===== src/rtl/wb_arbiter.sv =====
// Writeback arbiter: merges scalu/scmul/lsq results into one registered
// broadcast, using round-robin or fixed-priority arbitration.
module wb_arbiter #(
    parameter int RR_EN = 1
) (
    input  logic        clk,
    input  logic        rst,

    input  logic        scalu_valid,
    input  logic        scalu_error,
    input  logic [4:0]  scalu_ecause,
    input  logic [6:0]  scalu_robid,
    input  logic [5:0]  scalu_rd,
    input  logic [31:0] scalu_result,
    output logic        wb_scalu_stall,

    input  logic        scmul_valid,
    input  logic        scmul_error,
    input  logic [4:0]  scmul_ecause,
    input  logic [6:0]  scmul_robid,
    input  logic [5:0]  scmul_rd,
    input  logic [31:0] scmul_result,
    output logic        wb_scmul_stall,

    input  logic        lsq_valid,
    input  logic        lsq_error,
    input  logic [4:0]  lsq_ecause,
    input  logic [6:0]  lsq_robid,
    input  logic [5:0]  lsq_rd,
    input  logic [31:0] lsq_result,
    output logic        wb_lsq_stall,

    output logic        wb_valid,
    output logic        wb_error,
    output logic [4:0]  wb_ecause,
    output logic [6:0]  wb_robid,
    output logic [5:0]  wb_rd,
    output logic [31:0] wb_result,

    input  logic        rob_wb_stall,
    input  logic        rob_flush
);

    typedef enum logic [1:0] {
        PTR_SCALU = 2'd0,
        PTR_SCMUL = 2'd1,
        PTR_LSQ   = 2'd2
    } ptr_t;

    ptr_t        r_ptr;
    logic        r_wb_valid;
    logic        r_wb_error;
    logic [4:0]  r_wb_ecause;
    logic [6:0]  r_wb_robid;
    logic [5:0]  r_wb_rd;
    logic [31:0] r_wb_result;

    logic [2:0]  w_req;
    logic        w_free;
    logic        w_arb_en;
    logic        w_any_grant;
    logic [1:0]  w_start;
    logic [1:0]  w_gidx;
    logic [2:0]  w_grant;
    ptr_t        w_ptr_next;

    logic        w_sel_error;
    logic [4:0]  w_sel_ecause;
    logic [6:0]  w_sel_robid;
    logic [5:0]  w_sel_rd;
    logic [31:0] w_sel_result;

    // First requester found scanning upward (mod 3) from index s.
    function automatic logic [1:0] first_from(input logic [2:0] req, input logic [1:0] s);
        logic [1:0] idx;
        case (s)
            2'd1: begin
                if (req[1])      idx = 2'd1;
                else if (req[2]) idx = 2'd2;
                else             idx = 2'd0;
            end
            2'd2: begin
                if (req[2])      idx = 2'd2;
                else if (req[0]) idx = 2'd0;
                else             idx = 2'd1;
            end
            default: begin
                if (req[0])      idx = 2'd0;
                else if (req[1]) idx = 2'd1;
                else             idx = 2'd2;
            end
        endcase
        return idx;
    endfunction

    assign w_req       = {lsq_valid, scmul_valid, scalu_valid};
    assign w_free      = ~r_wb_valid | ~rob_wb_stall;
    assign w_arb_en    = w_free & ~rob_flush;
    assign w_any_grant = w_arb_en & (|w_req);
    assign w_start     = (RR_EN != 0) ? r_ptr : PTR_SCALU;
    assign w_gidx      = first_from(w_req, w_start);

    always_comb begin
        w_grant    = '0;
        w_ptr_next = r_ptr;
        if (w_any_grant) begin
            w_grant[w_gidx] = 1'b1;
            case (w_gidx)
                2'd0:    w_ptr_next = PTR_SCMUL;
                2'd1:    w_ptr_next = PTR_LSQ;
                default: w_ptr_next = PTR_SCALU;
            endcase
        end
    end

    always_comb begin
        w_sel_error  = scalu_error;
        w_sel_ecause = scalu_ecause;
        w_sel_robid  = scalu_robid;
        w_sel_rd     = scalu_rd;
        w_sel_result = scalu_result;
        case (w_gidx)
            2'd1: begin
                w_sel_error  = scmul_error;
                w_sel_ecause = scmul_ecause;
                w_sel_robid  = scmul_robid;
                w_sel_rd     = scmul_rd;
                w_sel_result = scmul_result;
            end
            2'd2: begin
                w_sel_error  = lsq_error;
                w_sel_ecause = lsq_ecause;
                w_sel_robid  = lsq_robid;
                w_sel_rd     = lsq_rd;
                w_sel_result = lsq_result;
            end
            default: ;
        endcase
    end

    // Flush masks stalls so producers can drop their in-flight results.
    assign wb_scalu_stall = scalu_valid & ~w_grant[0] & ~rob_flush;
    assign wb_scmul_stall = scmul_valid & ~w_grant[1] & ~rob_flush;
    assign wb_lsq_stall   = lsq_valid   & ~w_grant[2] & ~rob_flush;

    always_ff @(posedge clk) begin
        if (!rst) begin
            r_ptr       <= PTR_SCALU;
            r_wb_valid  <= 1'b0;
            r_wb_error  <= 1'b0;
            r_wb_ecause <= '0;
            r_wb_robid  <= '0;
            r_wb_rd     <= '0;
            r_wb_result <= '0;
        end else if (rob_flush) begin
            r_wb_valid <= 1'b0;
        end else if (w_free) begin
            r_wb_valid <= w_any_grant;
            if (w_any_grant) begin
                r_ptr       <= w_ptr_next;
                r_wb_error  <= w_sel_error;
                r_wb_ecause <= w_sel_ecause;
                r_wb_robid  <= w_sel_robid;
                r_wb_rd     <= w_sel_rd;
                r_wb_result <= w_sel_result;
            end
        end
    end

    assign wb_valid  = r_wb_valid;
    assign wb_error  = r_wb_error;
    assign wb_ecause = r_wb_ecause;
    assign wb_robid  = r_wb_robid;
    assign wb_rd     = r_wb_rd;
    assign wb_result = r_wb_result;

endmodule

===== config.mk =====
export PLATFORM = sky130hd
export DESIGN_NAME = wb_arbiter
export DESIGN_NICKNAME = d
export VERILOG_FILES = /design/src/rtl/wb_arbiter.sv
export SDC_FILE = /design/constraint.sdc
export NUM_CORES = 1
export LEC_CHECK = 0
export ABC_AREA = 0
export BUFFER_PORTS_ARGS = -buffer_cell sky130_fd_sc_hd__buf_2
export CAP_MARGIN = 20
export CORE_ASPECT_RATIO = 1.75
export CORE_MARGIN = 3
export CORE_UTILIZATION = 37
export DETAILED_ROUTE_END_ITERATION = 8
export MAX_ROUTING_LAYER = met4
export PLACE_DENSITY_LB_ADDON = 0.12
export SLEW_MARGIN = 40
export SYNTH_ARGS = -nofsm -noshare
export SYNTH_HDL_FRONTEND = slang
export SYNTH_SLANG_ARGS = --single-unit
export TNS_END_PERCENT = 20

===== constraint.sdc =====
create_clock -name clk -period 2.2 [get_ports clk]
set_clock_uncertainty 0.05 [all_clocks]
set_input_delay 0 -clock clk [delete_from_list [all_inputs] [get_ports clk]]
set_output_delay 0 -clock clk [all_outputs]
set_load 0.01 [all_outputs]

Word level (Yosys, flattened, before mapping)
Index checks and enable logic that the tools add are counted.
- order comparisons: 2
- equal/unequal tests: 4
- mux-type cells: 16
- bitwise gates (word level): 16
- reduce and logical (&&, ||, !) cells: 5
- operator list (cell ; number):
    one-hot mux 32 bit (2 select lines) ; 1
    one-hot mux 7 bit (2 select lines) ; 1
    one-hot mux 6 bit (2 select lines) ; 1
    2-to-1 mux 2 bit ; 5
    one-hot mux 5 bit (2 select lines) ; 1
    bitwise AND 1 bit ; 8
    one-hot mux 2 bit (2 select lines) ; 2
    inverter 1 bit ; 7
    == test 2 x 1 -> 1 bit (second input constant) ; 2
    == test 2 bit (second input constant) ; 2
    less-than comparator 2 x 3 -> 1 bit (second input constant) ; 1
    2-to-1 mux 3 bit ; 1
    AND reduction 3 bit ; 1
    OR reduction 3 bit ; 1
    demux 1 bit (select 2 bit) ; 1
    >= comparator 2 x 1 -> 1 bit (second input constant) ; 1
    zero test 2 bit ; 1
    2-to-1 mux 1 bit ; 2
    one-hot mux 1 bit (2 select lines) ; 1
    OR reduction 2 bit ; 1
    logical AND 1 bit ; 1
    OR 1 bit ; 1
- bits in registers: 54
- input port bits: 160
- output and inout bits: 55
- logic and storage cells: 50

Depth between registers and ports, before layout
- depth in word-level cells: 11
- mapped depth: 10
- gate-level depth less buffers: 8

Worst setup path after synthesis
Ideal clock, no wire load.
- kind: flip-flop to flip-flop
- start point: reg r_ptr[0]
- end point: reg r_wb_result[1] (netlist: wb_result[1])
- setup time: 135 ps
- arrival time: 2056 ps
- required time: 2015 ps
- slack: -41 ps
- cell stages (with the launch flop): 11
- buffers on the path: 2
- clock period less this slack: 2241 ps
- path through: dfxtp_1 -> inv_1 -> ha_1 -> nor3b_1 -> a21oi_1 -> o22ai_1 -> ha_1 -> buf_2 -> clkbuf_1 -> a221oi_1 -> o32ai_1
- cells in the longest elaborated chain, start to end: 4
- elaborated cells on any way between the ends: 6
- those cells by class: eq/ne (4); mux (2)
- RTL lines (what ; RTL line ; source):
    start: declaration ; 50 ; ptr_t r_ptr;
    start signal: assignment ; 160 ; r_ptr <= w_ptr_next;
    == test 2 bit or == test 2 x 1 -> 1 bit (tied branches) ; 76 ; case (s)
    one-hot mux 2 bit (2 select lines) * ; 76 ;
    == test 2 bit or == test 2 x 1 -> 1 bit (tied branches) ; 122 ; case (w_gidx)
    one-hot mux 32 bit (2 select lines) * ; 122 ;
    end signal: assignment ; 165 ; r_wb_result <= w_sel_result;
    end: declaration ; 56 ; logic [31:0] r_wb_result;
Every way passes the cells marked *; elsewhere a longest branch is shown, timed or not.
A chain may end at the register's enable or synchronous reset.

Final worst setup path
- start point: reg r_ptr[0]
- end point: reg r_wb_result[8] (netlist: wb_result[8])
Same word-level chain as after synthesis.

==> summary.md <==
| Metric | Value |
|---|---|
| Status | complete, no violations |
| Clock slew at reported path FFs | 60 ps |
| Final worst-path cycle share | 98.2% |
| Max_cap viols | 0 |
| Die width | 74.2 um |
| CTS buffer count | 5 |
| Hold slack | 2.68 ps |
| Worst path required time | 2300 ps |
| Hold Violations, Final | 0 |
| Top_reg_cell synth | dfxtp_1 |
| Max Clk Rate | 463 MHz |
| Worst Setup SP | r_ptr[0] |
| Fillers | 663 |
| Sw frac | 31.1% |
| Worst slew pin tran | 619 ps |
| R2r setup slk | 40 ps |
| Final Util | 64.1% |
| Critical R2R Launch | r_ptr[0] |
| Die footprint | 9290 sq um |
| Drt pass-1 iters | 4 |
| RSZ-0062 raised after global routing | true |
| R2R cell count | 10 |
| GR Overflow Total | 0 |
| Reg-to-reg endpoint | wb_result[8] |
| Vias in the first global route | 3650 |
| Post-synthesis sequential area ratio | 35.9% |
| Starting Density | 39.0% |
| Synthesized cell area | 3010 sq um |
| Power per cell area | 608 nW/um^2 |
| Seq cells post-synth | 54 |
| VDD IR max | 0.382 mV |
| Relative slew slack | 58.7% |
| Vias | 3663 |
| Yosys top cell area share | 35.9% |
| Number of enable flip-flop cells after synthesis | 0 |
| CP Capture Type | flip-flop |
| NetSw | 935 uW |
| Met3 usage | 3.29% |
| WS Path Type | flip-flop to flip-flop |
| Post-DR wirelength/cell | 17.3 um |
| Clock Latency Late Sink | 290 ps |
| Setup TNS | 0 ps |
| Min setup slack post-route | 39.7 ps |
| Gpl congestion | 0.799 |
| Busiest grt layer | met2 |
| Power Internal | 2.07 mW |
| Setup violators final | 0 |
| Area leader, netlist | dfxtp_1 |
| Layout cells sized above 1 | 49.3% |
| Synth top area cells | dfxtp_1 36%, a221oi_1 15%, o32ai_1 15%, nor2b_1 11%, nand2_1 6.7% |
| Placed cells | 613 |
| Logic gate share of total power | 37.6% |
| Met1 Use GR | 25.8% |
| Die outline height | 125 um |
| Initial antenna violation count | 0 |
| Leakage Power | 2.24 nW |
| Type of the worst min-delay path | primary input to flip-flop |
| Pin count of the biggest net entering global routing | 53 |
| Layout area overhead | 64.6% |
| Post-route minimum period | 2160 ps |
| Syn. warnings | 0 |
| Row Count | 42 |
| Place WS | -102 ps |
| Cells after Synth | 336 |
| CP Capture Point | wb_result[8] |
| Clock network power share | 24.9% |
| Critical path arrival | 2260 ps |
| Vias per inst | 5.55 |
| Net count after synthesis | 502 |
| Clk root buf | clkbuf_16 |
| CORE AREA | 7720 sq um |
| IO Count | 215 |
| Met2 Resource Use GR | 43.5% |
| Total detailed-routing wirelength | 11400 um |
| Clock Path Buffers | 2 |
| Antenna Cells | 0 |
| First-pass GRT wire length | 17100 um |
| Total track usage | 23.9% |
| Top cell types by occurrence after synthesis | 54 x dfxtp_1, 54 x nand2_1, 51 x a221oi_1, 51 x nor2b_1, 51 x o32ai_1 |
| PortBufs | 214 |
| Startpoint types | flip-flop |
| Final non-filler cell total | 660 |
| # clock sinks | 54 |
| CP max FO | 5 |
| CTS tree | done |
| Yosys cell types | 29 |
| DR iter-0 viols | 198 |
| Dpl hpwl | 7770 um |
| DRC viols | 0 |
| H-tree Lvls | 2 |
| Layout net count | 738 |
| Post-synth ARST share | 0% |
| Seq pwr share | 37.5% |
| Syn_area_per_cell | 8.96 sq um |
| DRT antenna net count | 0 |
| Final Slew Violations | 0 |
[kinds of logic (layout without fill, tap and decap cells)]
logic type	Yosys count	count (layout)	synth area share (%)
compound gates	117	117	33.1
simple gates	115	115	19.9
flops	54	54	35.9
buf+inv	44	280	8.57
fa+ha+maj	6	6	2.49
[worst max-delay path: stages (launching register included)]
cell	delay, ps
dfxtp_2	330
inv_2	40
ha_4	230
nor3b_4	180
a21oi_2	60
o22a_1	240
ha_4	210
buf_12	140
buf_4	150
a221oi_1	270
o32ai_1	110
[sequential cells by signal, summed over array words and instances, names as in the netlist]
register   count
wb_result     32
wb_robid       7
wb_rd          6
wb_ecause      5
r_ptr          2
wb_error       1
wb_valid       1
[cell usage in the layout, fill, tap and decap left out, types with 2 or more instances in the layout]
cell,count
inv_1,4
a221oi_2,21
ha_4,3
a221oi_1,29
o21ai_0,3
dfxtp_1,52
a21oi_1,2
buf_12,7
o32ai_1,51
buf_4,11
buf_6,2
ha_1,2
nor2b_1,51
a21oi_2,2
a211oi_2,2
dfxtp_2,2
clkbuf_16,5
buf_2,214
dlygate4sd3_1,32
nand2_1,54
clkbuf_1,2
bufbuf_16,2
[metal layers]
metal | share of wire, % | vias to the layer above
li1 | - | 1779
met2 | 55 | 164
met3 | 6.1 | 24
met4 | 2.2 | 0
met5 | 0 | -
met1 | 36 | 1696
[worst min-delay path by stage]
| stage | slack (ps) | from | endpoint | cells after the start |
|---|---|---|---|---|
| final | 3 | scalu_ecause[0] | wb_ecause[0] | 3 |
| after global routing | 20 | scalu_result[17] | wb_result[17] | 3 |
| after CTS | 0.001 | scalu_result[30] | wb_result[30] | 3 |
| after detailed placement | 230 | rob_flush | wb_valid | 2 |
| after global placement | 230 | rob_flush | wb_valid | 2 |
| after floorplan | 0.3 | rob_flush | wb_lsq_stall | 1 |
[metrics by stage]
step	power (mW)	area, sq um
global placement	2.09	4170
detailed placement	2.11	4170
finish	3.01	4950
global route	3.18	4950
floorplan	1.70	3030
CTS	2.96	4770
[area by class of cell]
cell class              count  area, sq um  share of cell area, %
repair buffers            268         1700                   34.4
multi-input cells         238         1910                   38.5
well taps                  88          110                   2.22
flip-flops and latches     54         1080                   21.9
clock buffers               7          133                   2.68
inverters                   5         18.8                  0.379
[repair_timing]
action                                  4_1_cts  5_1_grt
endpoints found under the hold margin        32        0
buffers inserted                              6        0
pin swaps                                     6        3
endpoints found under the setup margin       53       54
gates cloned                                  2        0
resized for setup                             9       31
hold buffers                                 32        0
[power by group through the flow]
stage | logic, mW | clock network (mW) | registers, mW
2_1_floorplan | 0.504 | 0 | 1.20
3_3_place_gp | 0.942 | 0 | 1.15
3_5_place_dp | 0.959 | 0 | 1.15
4_1_cts | 1.06 | 0.770 | 1.13
5_1_grt | 1.23 | 0.810 | 1.14
6_report | 1.13 | 0.749 | 1.13
(Power assumes the default switching activity.)
